File: src/rtl/decision_sequencer_if.sv
// Decision sequencer bus: game/round control, player buttons, resolved decisions and history.
// The master side (game controller/players) drives the inputs; the slave side is the sequencer.
interface decision_sequencer_if #(
    parameter int HIST_DEPTH = 8
);
    logic                  game_active;
    logic                  round_start;
    logic                  submit_a;
    logic                  submit_b;
    logic                  choice_a;
    logic                  choice_b;
    logic                  decision_a;
    logic                  decision_b;
    logic                  decisions_ready;
    logic                  locked_a;
    logic                  locked_b;
    logic                  timed_out_a;
    logic                  timed_out_b;
    logic [HIST_DEPTH-1:0] history_a;
    logic [HIST_DEPTH-1:0] history_b;

    modport master (
        output game_active, round_start, submit_a, submit_b, choice_a, choice_b,
        input  decision_a, decision_b, decisions_ready, locked_a, locked_b,
        input  timed_out_a, timed_out_b, history_a, history_b
    );

    modport slave (
        input  game_active, round_start, submit_a, submit_b, choice_a, choice_b,
        output decision_a, decision_b, decisions_ready, locked_a, locked_b,
        output timed_out_a, timed_out_b, history_a, history_b
    );
endinterface

File: src/rtl/decision_sequencer.sv
// Prisoner's-dilemma decision sequencer: opens a window per round, locks first submissions,
// resolves on both-locked or timeout (substituting the previous decision) and keeps a history.
module decision_sequencer #(
    parameter int TIMEOUT_CYCLES = 250_000_000,
    parameter int HIST_DEPTH     = 8
) (
    input  logic                  clk,
    input  logic                  reset,
    decision_sequencer_if.slave   bus
);
    typedef enum logic [1:0] {
        ST_IDLE    = 2'd0,
        ST_COLLECT = 2'd1,
        ST_HOLD    = 2'd2
    } state_t;

    localparam logic [27:0] TERM_COUNT = 28'(TIMEOUT_CYCLES - 1);

    state_t                state_r;
    state_t                next_state_s;
    logic                  start_s;
    logic                  accept_s;
    logic                  resolve_s;
    logic                  fresh_r;
    logic                  has_prev_a_r;
    logic                  has_prev_b_r;
    logic [27:0]           count_r;
    logic                  locked_a_r;
    logic                  locked_b_r;
    logic                  choice_a_r;
    logic                  choice_b_r;
    logic                  decision_a_r;
    logic                  decision_b_r;
    logic                  ready_r;
    logic                  timed_out_a_r;
    logic                  timed_out_b_r;
    logic [HIST_DEPTH-1:0] history_a_r;
    logic [HIST_DEPTH-1:0] history_b_r;
    logic                  lock_a_next_s;
    logic                  lock_b_next_s;
    logic                  choice_a_next_s;
    logic                  choice_b_next_s;
    logic                  res_a_s;
    logic                  res_b_s;

    // Lock/choice values as they will stand after this edge; a locked choice is never overwritten.
    always_comb begin
        lock_a_next_s   = locked_a_r | bus.submit_a;
        lock_b_next_s   = locked_b_r | bus.submit_b;
        choice_a_next_s = locked_a_r ? choice_a_r : bus.choice_a;
        choice_b_next_s = locked_b_r ? choice_b_r : bus.choice_b;
        if (lock_a_next_s) begin
            res_a_s = choice_a_next_s;
        end else begin
            res_a_s = has_prev_a_r ? history_a_r[0] : 1'b0;
        end
        if (lock_b_next_s) begin
            res_b_s = choice_b_next_s;
        end else begin
            res_b_s = has_prev_b_r ? history_b_r[0] : 1'b0;
        end
    end

    // Next-state logic; round_start in COLLECT restarts the window and suppresses any resolve.
    always_comb begin
        next_state_s = state_r;
        start_s      = 1'b0;
        accept_s     = 1'b0;
        resolve_s    = 1'b0;
        if (!bus.game_active) begin
            next_state_s = ST_IDLE;
        end else begin
            case (state_r)
                ST_IDLE: begin
                    if (bus.round_start) begin
                        start_s      = 1'b1;
                        next_state_s = ST_COLLECT;
                    end else begin
                        next_state_s = ST_IDLE;
                    end
                end
                ST_COLLECT: begin
                    if (bus.round_start) begin
                        start_s      = 1'b1;
                        next_state_s = ST_COLLECT;
                    end else if ((lock_a_next_s && lock_b_next_s) || (count_r == TERM_COUNT)) begin
                        accept_s     = 1'b1;
                        resolve_s    = 1'b1;
                        next_state_s = ST_HOLD;
                    end else begin
                        accept_s     = 1'b1;
                        next_state_s = ST_COLLECT;
                    end
                end
                ST_HOLD: begin
                    if (bus.round_start) begin
                        start_s      = 1'b1;
                        next_state_s = ST_COLLECT;
                    end else begin
                        next_state_s = ST_HOLD;
                    end
                end
                default: begin
                    next_state_s = ST_IDLE;
                end
            endcase
        end
    end

    // State register.
    always_ff @(posedge clk or posedge reset) begin
        if (reset) begin
            state_r <= ST_IDLE;
        end else begin
            state_r <= next_state_s;
        end
    end

    // Window datapath: locks, counter, resolved decisions and histories.
    always_ff @(posedge clk or posedge reset) begin
        if (reset) begin
            fresh_r       <= 1'b1;
            has_prev_a_r  <= 1'b0;
            has_prev_b_r  <= 1'b0;
            count_r       <= 28'd0;
            locked_a_r    <= 1'b0;
            locked_b_r    <= 1'b0;
            choice_a_r    <= 1'b0;
            choice_b_r    <= 1'b0;
            decision_a_r  <= 1'b0;
            decision_b_r  <= 1'b0;
            ready_r       <= 1'b0;
            timed_out_a_r <= 1'b0;
            timed_out_b_r <= 1'b0;
            history_a_r   <= '0;
            history_b_r   <= '0;
        end else begin
            ready_r <= 1'b0;
            if (!bus.game_active) begin
                fresh_r <= 1'b1;
            end else if (start_s) begin
                locked_a_r    <= 1'b0;
                locked_b_r    <= 1'b0;
                timed_out_a_r <= 1'b0;
                timed_out_b_r <= 1'b0;
                count_r       <= 28'd0;
                fresh_r       <= 1'b0;
                if (fresh_r) begin
                    history_a_r  <= '0;
                    history_b_r  <= '0;
                    has_prev_a_r <= 1'b0;
                    has_prev_b_r <= 1'b0;
                end
            end else if (accept_s) begin
                locked_a_r <= lock_a_next_s;
                locked_b_r <= lock_b_next_s;
                choice_a_r <= choice_a_next_s;
                choice_b_r <= choice_b_next_s;
                if (resolve_s) begin
                    decision_a_r  <= res_a_s;
                    decision_b_r  <= res_b_s;
                    timed_out_a_r <= ~lock_a_next_s;
                    timed_out_b_r <= ~lock_b_next_s;
                    history_a_r   <= {history_a_r[HIST_DEPTH-2:0], res_a_s};
                    history_b_r   <= {history_b_r[HIST_DEPTH-2:0], res_b_s};
                    has_prev_a_r  <= 1'b1;
                    has_prev_b_r  <= 1'b1;
                    ready_r       <= 1'b1;
                end else begin
                    count_r <= count_r + 28'd1;
                end
            end
        end
    end

    assign bus.decision_a      = decision_a_r;
    assign bus.decision_b      = decision_b_r;
    assign bus.decisions_ready = ready_r;
    assign bus.locked_a        = locked_a_r;
    assign bus.locked_b        = locked_b_r;
    assign bus.timed_out_a     = timed_out_a_r;
    assign bus.timed_out_b     = timed_out_b_r;
    assign bus.history_a       = history_a_r;
    assign bus.history_b       = history_b_r;
endmodule

File: src/flat_wrapper.sv
// flat-port wrapper written by rule: the top's interface ports become plain ports
module decision_sequencer_flat 
#(
    parameter int TIMEOUT_CYCLES = 250_000_000,
    parameter int HIST_DEPTH     = 8
)
  (clk, reset, bus_game_active, bus_round_start, bus_submit_a, bus_submit_b, bus_choice_a, bus_choice_b, bus_decision_a, bus_decision_b, bus_decisions_ready, bus_locked_a, bus_locked_b, bus_timed_out_a, bus_timed_out_b, bus_history_a, bus_history_b);
  decision_sequencer_if #(.HIST_DEPTH(HIST_DEPTH)) bus_i ();
  input  logic clk;
  input  logic reset;
  input wire logic [$bits(bus_i.game_active)-1:0] bus_game_active;
  input wire logic [$bits(bus_i.round_start)-1:0] bus_round_start;
  input wire logic [$bits(bus_i.submit_a)-1:0] bus_submit_a;
  input wire logic [$bits(bus_i.submit_b)-1:0] bus_submit_b;
  input wire logic [$bits(bus_i.choice_a)-1:0] bus_choice_a;
  input wire logic [$bits(bus_i.choice_b)-1:0] bus_choice_b;
  output wire logic [$bits(bus_i.decision_a)-1:0] bus_decision_a;
  output wire logic [$bits(bus_i.decision_b)-1:0] bus_decision_b;
  output wire logic [$bits(bus_i.decisions_ready)-1:0] bus_decisions_ready;
  output wire logic [$bits(bus_i.locked_a)-1:0] bus_locked_a;
  output wire logic [$bits(bus_i.locked_b)-1:0] bus_locked_b;
  output wire logic [$bits(bus_i.timed_out_a)-1:0] bus_timed_out_a;
  output wire logic [$bits(bus_i.timed_out_b)-1:0] bus_timed_out_b;
  output wire logic [$bits(bus_i.history_a)-1:0] bus_history_a;
  output wire logic [$bits(bus_i.history_b)-1:0] bus_history_b;
  assign bus_i.game_active = bus_game_active;
  assign bus_i.round_start = bus_round_start;
  assign bus_i.submit_a = bus_submit_a;
  assign bus_i.submit_b = bus_submit_b;
  assign bus_i.choice_a = bus_choice_a;
  assign bus_i.choice_b = bus_choice_b;
  assign bus_decision_a = bus_i.decision_a;
  assign bus_decision_b = bus_i.decision_b;
  assign bus_decisions_ready = bus_i.decisions_ready;
  assign bus_locked_a = bus_i.locked_a;
  assign bus_locked_b = bus_i.locked_b;
  assign bus_timed_out_a = bus_i.timed_out_a;
  assign bus_timed_out_b = bus_i.timed_out_b;
  assign bus_history_a = bus_i.history_a;
  assign bus_history_b = bus_i.history_b;
  decision_sequencer #(.TIMEOUT_CYCLES(TIMEOUT_CYCLES), .HIST_DEPTH(HIST_DEPTH)) u_core (.clk(clk), .reset(reset), .bus(bus_i));
endmodule
File: config.mk
export PLATFORM = sky130hd
export DESIGN_NAME = decision_sequencer_flat
export DESIGN_NICKNAME = d
export VERILOG_FILES = /design/src/rtl/decision_sequencer_if.sv /design/src/rtl/decision_sequencer.sv /design/src/flat_wrapper.sv
export SDC_FILE = /design/constraint.sdc
export NUM_CORES = 1
export LEC_CHECK = 0
export BUFFER_PORTS_ARGS = -buffer_cell sky130_fd_sc_hd__buf_2
export CAP_MARGIN = 20
export CORE_MARGIN = 10
export CORE_UTILIZATION = 49
export DETAILED_ROUTE_END_ITERATION = 8
export GPL_TIMING_DRIVEN = 1
export PLACE_DENSITY_LB_ADDON = 0.2
export SLEW_MARGIN = 20
export SYNTH_ARGS = -nofsm -noshare
export SYNTH_HDL_FRONTEND = slang
export SYNTH_SLANG_ARGS = --single-unit
File: constraint.sdc
create_clock -name clk -period 2.5 [get_ports clk]
set_input_delay 0.25 -clock clk [delete_from_list [all_inputs] [get_ports clk]]
set_output_delay 0.25 -clock clk [all_outputs]
set_load 0.05 [all_outputs]
* Word-level counts from Yosys, hierarchy flattened
Cells that the tools add are included.
W data, S select, Z words.
** Storage, ports and cells
- Bits in registers :: 57
- Bits in latches :: 0
- Bits in writable memories :: 0
- ROM bits :: 0
- Logic and storage cells :: 91
- Memories kept :: 0
** Cells by class
- Add/sub/neg operators :: 1
- $mul :: 0
- Divide/modulo/power cells :: 0
- Magnitude comparators :: 0
- Equal/unequal tests :: 6
- Shift operators :: 0
- Muxes and demuxes :: 52
- Bitwise operators :: 5
- Reductions and logical operators :: 12
** Operator list (number)
- $mux W28 :: 3
- $mux W8 :: 7
- $mux W1 :: 37
- $add A28 B1 Y28 const B :: 1
- $eq A28 B28 Y1 const B :: 1
- $reduce_and A3 Y1 :: 3
- $mux W2 :: 4
- $reduce_and A4 Y1 :: 2
- $pmux W2 S3 :: 1
- $ne A2 B1 Y1 const B :: 2
- $reduce_bool A2 Y1 :: 2
- $not A1 Y1 :: 3
- $reduce_or A3 Y1 :: 1
- $eq A2 B1 Y1 const B :: 1
- $eq A2 B2 Y1 const B :: 1
- $logic_not A2 Y1 :: 1
- $ne A2 B2 Y1 const B :: 1
- $or A1 B1 Y1 :: 2
- $reduce_and A2 Y1 :: 1
- $logic_and A1 B1 Y1 :: 1
- $logic_or A1 B1 Y1 :: 1

* Depth between registers and ports, before layout
- Word-level depth :: 11
- Depth in mapped cells :: 8

* Least setup slack after synthesis
OpenSTA, ideal clock, no wires.
- Kind :: register -> register
- Start point :: reg u_core.locked_b_r, in the netlist u_core.bus.locked_b
- End point :: reg u_core.count_r[5]
- Library setup time :: 0.067 ns
- Arrival :: 2.188 ns
- Setup slack :: 0.245 ns
- Stages on the path, launching flop included :: 6
- Clock period less this slack :: 2.255 ns
- Cells stage by stage :: dfrtp_1 o22ai_1 a22oi_1 a211oi_1 or4b_1 nand2_1
** On the way
- Word-level cells in the longest chain between the ends :: 9
** Ends and longest elaborated chain
- start: declaration :: RTL line decision_sequencer.sv:29 : logic locked_b_r;
- start signal: assignment :: RTL line decision_sequencer.sv:156 : locked_b_r <= lock_b_next_s;
- $or A1 B1 Y1 :: RTL line decision_sequencer.sv:49 : lock_b_next_s = locked_b_r | bus.submit_b;
- $logic_and A1 B1 Y1 :: RTL line decision_sequencer.sv:86 : end else if ((lock_a_next_s && lock_b_next_s) || (count_r == TERM_COUNT)) begin
- $logic_or A1 B1 Y1 :: RTL line decision_sequencer.sv:86
- $mux W1 :: RTL line decision_sequencer.sv:86
- $mux W1 :: RTL line decision_sequencer.sv:83 : if (bus.round_start) begin
- $mux W1 :: RTL line decision_sequencer.sv:73 : case (state_r)
- $mux W1 :: RTL line decision_sequencer.sv:70 : if (!bus.game_active) begin
- $ne A2 B1 Y1 (no source line)
- $reduce_and A3 Y1 (no source line)
- end signal: assignment :: RTL line decision_sequencer.sv:170 : count_r <= count_r + 28'd1;
- end: declaration :: RTL line decision_sequencer.sv:27 : logic [27:0] count_r;
Every way passes these cells.
A chain may end at the register's enable or synchronous reset.

* Worst setup path in the final report
- Start point :: reg u_core.count_r[24]
- End point :: reg u_core.history_a_r[4], in the netlist u_core.bus.history_a[4]
** On the way
- Word-level cells in the longest chain between the ends :: 8
** Ends and longest elaborated chain
- $eq A28 B28 Y1 :: RTL line decision_sequencer.sv:86
- $logic_or A1 B1 Y1 :: RTL line decision_sequencer.sv:86
- $mux W1 :: RTL line decision_sequencer.sv:86
- $mux W1 :: RTL line decision_sequencer.sv:83
- $mux W1 :: RTL line decision_sequencer.sv:73
- $mux W1 :: RTL line decision_sequencer.sv:70
- $reduce_bool A2 Y1 (no source line)
- $reduce_and A4 Y1 (no source line)
- end signal: assignment :: RTL line decision_sequencer.sv:164 : history_a_r <= {history_a_r[HIST_DEPTH-2:0], res_a_s};
- end: declaration :: RTL line decision_sequencer.sv:37 : logic [HIST_DEPTH-1:0] history_a_r;
Every way passes these cells.

==> impl_results.md <==
* Placer Congestion at 0.801
* Synthesis-stage register bit count at 57
* Metal-1 WL at 3030 µm
* Worst path top cell family by delay: simple AND/OR/NAND/NOR gates
* CTS Hold Bufs at 0
* Vias per cell at 5.72
* Required @ worst endpoint at 2.72 ns
* Antenna-violating nets left at 0
* Worst Tran Pin Value at 0.748 ns
* Pint at 1420 µW
* Sequential power share at 50.4%
* Main synth FF type: dfrtp_1
* Setup Crit Path Kind: reg -> reg
* P per Cell Area at 624 nW/µm²
* Initial DRC count at 132
* Synth cell types at 53
* Core area at 5470 µm²
* Largest net degree at the start of global routing at 37
* Synthesized area per cell at 10.4 µm²
* Worst path max stage delay at 0.52 ns
* Drt drc at 0
* TritonCTS clock tree: yes
* Fmax achieved at 430 MHz
* Reg2reg path depth at 5
* EDFF count, synth at 0
* Crit Path Max Fanout at 17
* 1st-pass router iterations at 4
* Setup Buffers After CTS at 0
* Dpl hpwl at 4310 µm
* Clk_skew at 0.0111 ns
* # Max-Cap Violations at 0
* RSZ-0062 raised after global routing: false
* Final Slew Violations at 0
* Final Hold Viols at 0
* Vias in the first global route at 2089
* Asr flop ratio synth at 100%
* CTS buffer count at 9
* Top Metal Used: met4
* NetSw at 564 µW
* CP Launch Type: register
* Synthesized area at 2740 µm²
* Sw frac at 28.4%
* Total power at 1980 µW
* Peak supply drop at 0.390 mV
* Worst slack, placed at 0.188 ns
* Avg WL per Cell at 15.8 µm
* Worst-skew pair later-pin latency at 0.34 ns
* Commonest non-fill, non-tap cell in the layout: dfrtp_1
* Overall routing resource usage at 14.6%
* Area after DPL at 3000 µm²
* Relative slew margins at 50.1%
* Post-layout min period at 2.32 ns
* Max stage delay cell, worst path: or4b_4
* Setup-failing EPs final at 0
* Initial core utilization at 50.0%
* Post-route cell area at 3180 µm²
* Vias at 2190
* Cell count after synthesis at 264
* Net count, final at 315
* Final WS setup at 0.177 ns
* Post-synthesis to final-layout area growth at 16.3%
* Met3 wire len at 275 µm
* Leakage at 0.00157 µW
* Commonest cells after routing, fill and taps aside: dfrtp_1, nor2_1, buf_2
* CP arrival at 2.55 ns
* Num Clock Sinks at 57
* Total wire length at 6070 µm
* Worst-case clock buffer depth at 2
* Critical Path Stages at 5
* Grt ovf at 0
* CP Capture Type: register
* Crit-path cells: or4b_4 -> nor4_4 -> nand3_1 -> a32o_1 -> a22o_1
* Initial antenna violation count at 0
* CP Buf/Inv Count at 0
* Area of the die at 8970 µm²
* Clock Root Buffer: clkbuf_8
* H-Tree Depth at 3
* Clk pwr share at 38.9%
* FP Rows at 27
* Setup tns final at 0 ns
* Worst min-delay path class: in -> async
* Syn nets at 273
* CTS resizes at 0
* Comb power frac at 10.7%
* Die X-Extent at 94.7 µm
* Ant. Diodes at 0
* Syn. warnings at 0
* Die Height at 94.7 µm
* Status: completed
* Clock transition at the registers of the reported paths at 0.07 ns
* First-pass GRT wire length at 10500 µm
* I/O Buffers at 30
* Io pins at 31
* Crit share post-route at 92.9%
* Register area share after synthesis at 52.2%
* Layout cell share with drive strength beyond 1 at 22.8%
* WL met2 at 2670 µm
-- registers in the layout, summed over array words and instances (netlist names) --
register                    flops
u_core.bus.history_b            8
u_core.bus.locked_b             1
u_core.count_r                 28
u_core.choice_a_r               1
u_core.bus.decision_b           1
u_core.bus.decisions_ready      1
u_core.fresh_r                  1
u_core.bus.history_a            8
u_core.bus.timed_out_a          1
u_core.bus.decision_a           1
u_core.state_r                  2
u_core.choice_b_r               1
u_core.bus.locked_a             1
u_core.bus.timed_out_b          1
u_core.has_prev_b_r             1
-- cell usage after synthesis, drive strengths merged (5+ instances only) --
| cell | instances | area share, % |
|---|---|---|
| dfrtp | 56 | 51 |
| nor2 | 30 | 4.1 |
| nand2 | 25 | 3.4 |
| nand3 | 16 | 2.9 |
| a22o | 15 | 4.8 |
| a21oi | 12 | 2.2 |
| a21o | 8 | 2.2 |
| a31oi | 7 | 1.6 |
| inv | 7 | 0.96 |
| nand4 | 6 | 1.4 |
| a41o | 5 | 1.8 |
| buf | 5 | 1.4 |
| clkbuf | 5 | 0.69 |
| xnor2 | 5 | 1.6 |
| xor2 | 5 | 1.6 |
-- cells by family (layout without fill, tap and decap cells) --
group	Yosys count	in the layout	synth area share [%]
AOI/OAI and AO/OA	65	65	17.8
xor gates and xnor gates	10	10	3.20
DFF	57	57	52.2
and+or+nand+nor	111	111	22.1
buffers and inverters	17	64	3.06
muxes	3	3	1.19
adders and majority gates	1	1	0.457
-- routing by layer --
layer  up-vias  GRT usage (%)
met5         -              0
met2        41           20.3
met3         8           3.81
met1      1063           20.9
met4         0           5.99
li1       1078              -
-- worst paths after layout --
path                                    start                 endpoint  slack, ns
setup / recovery           u_core.count_r[24]  u_core.bus.history_a[4]       0.18
hold / removal                          reset      u_core.bus.locked_a       0.04
setup reg to reg           u_core.count_r[24]  u_core.bus.history_a[4]       0.18
hold reg to reg                u_core.fresh_r           u_core.fresh_r       0.47
max in group asynchronous               reset   u_core.bus.timed_out_b       1.82
min in group clk              bus_game_active           u_core.fresh_r       0.10
-- metrics by stage --
stage	hold slack, ns	cells	util, %
after floorplan	0.306	264	-
after global placement	0.420	367	54.8
after detailed placement	0.425	367	54.8
after CTS	0.0629	383	58.1
after global routing	0.0963	383	58.1
final	0.0428	383	58.1
-- power groups by stage --
stage               Combinational [µW]  Sequential, µW  Clock, µW
finish                             212            1000        773
global route                       235            1010        832
CTS                                216             999        788
detailed placement                 215            1020          0
global placement                   212            1010          0
floorplan                          108            1060          0
-- area by class of cell --
type	count	area (µm²)
Sequential cell	57	1430
Clock inverter	6	42.5
Multi-Input combinational cell	190	1220
Tap cell	72	90.1
Fill cell	489	2290
Inverter	7	26.3
Clock buffer	10	138
Timing Repair Buffer	41	233
Note: power is estimated with default switching activity, not from simulation.
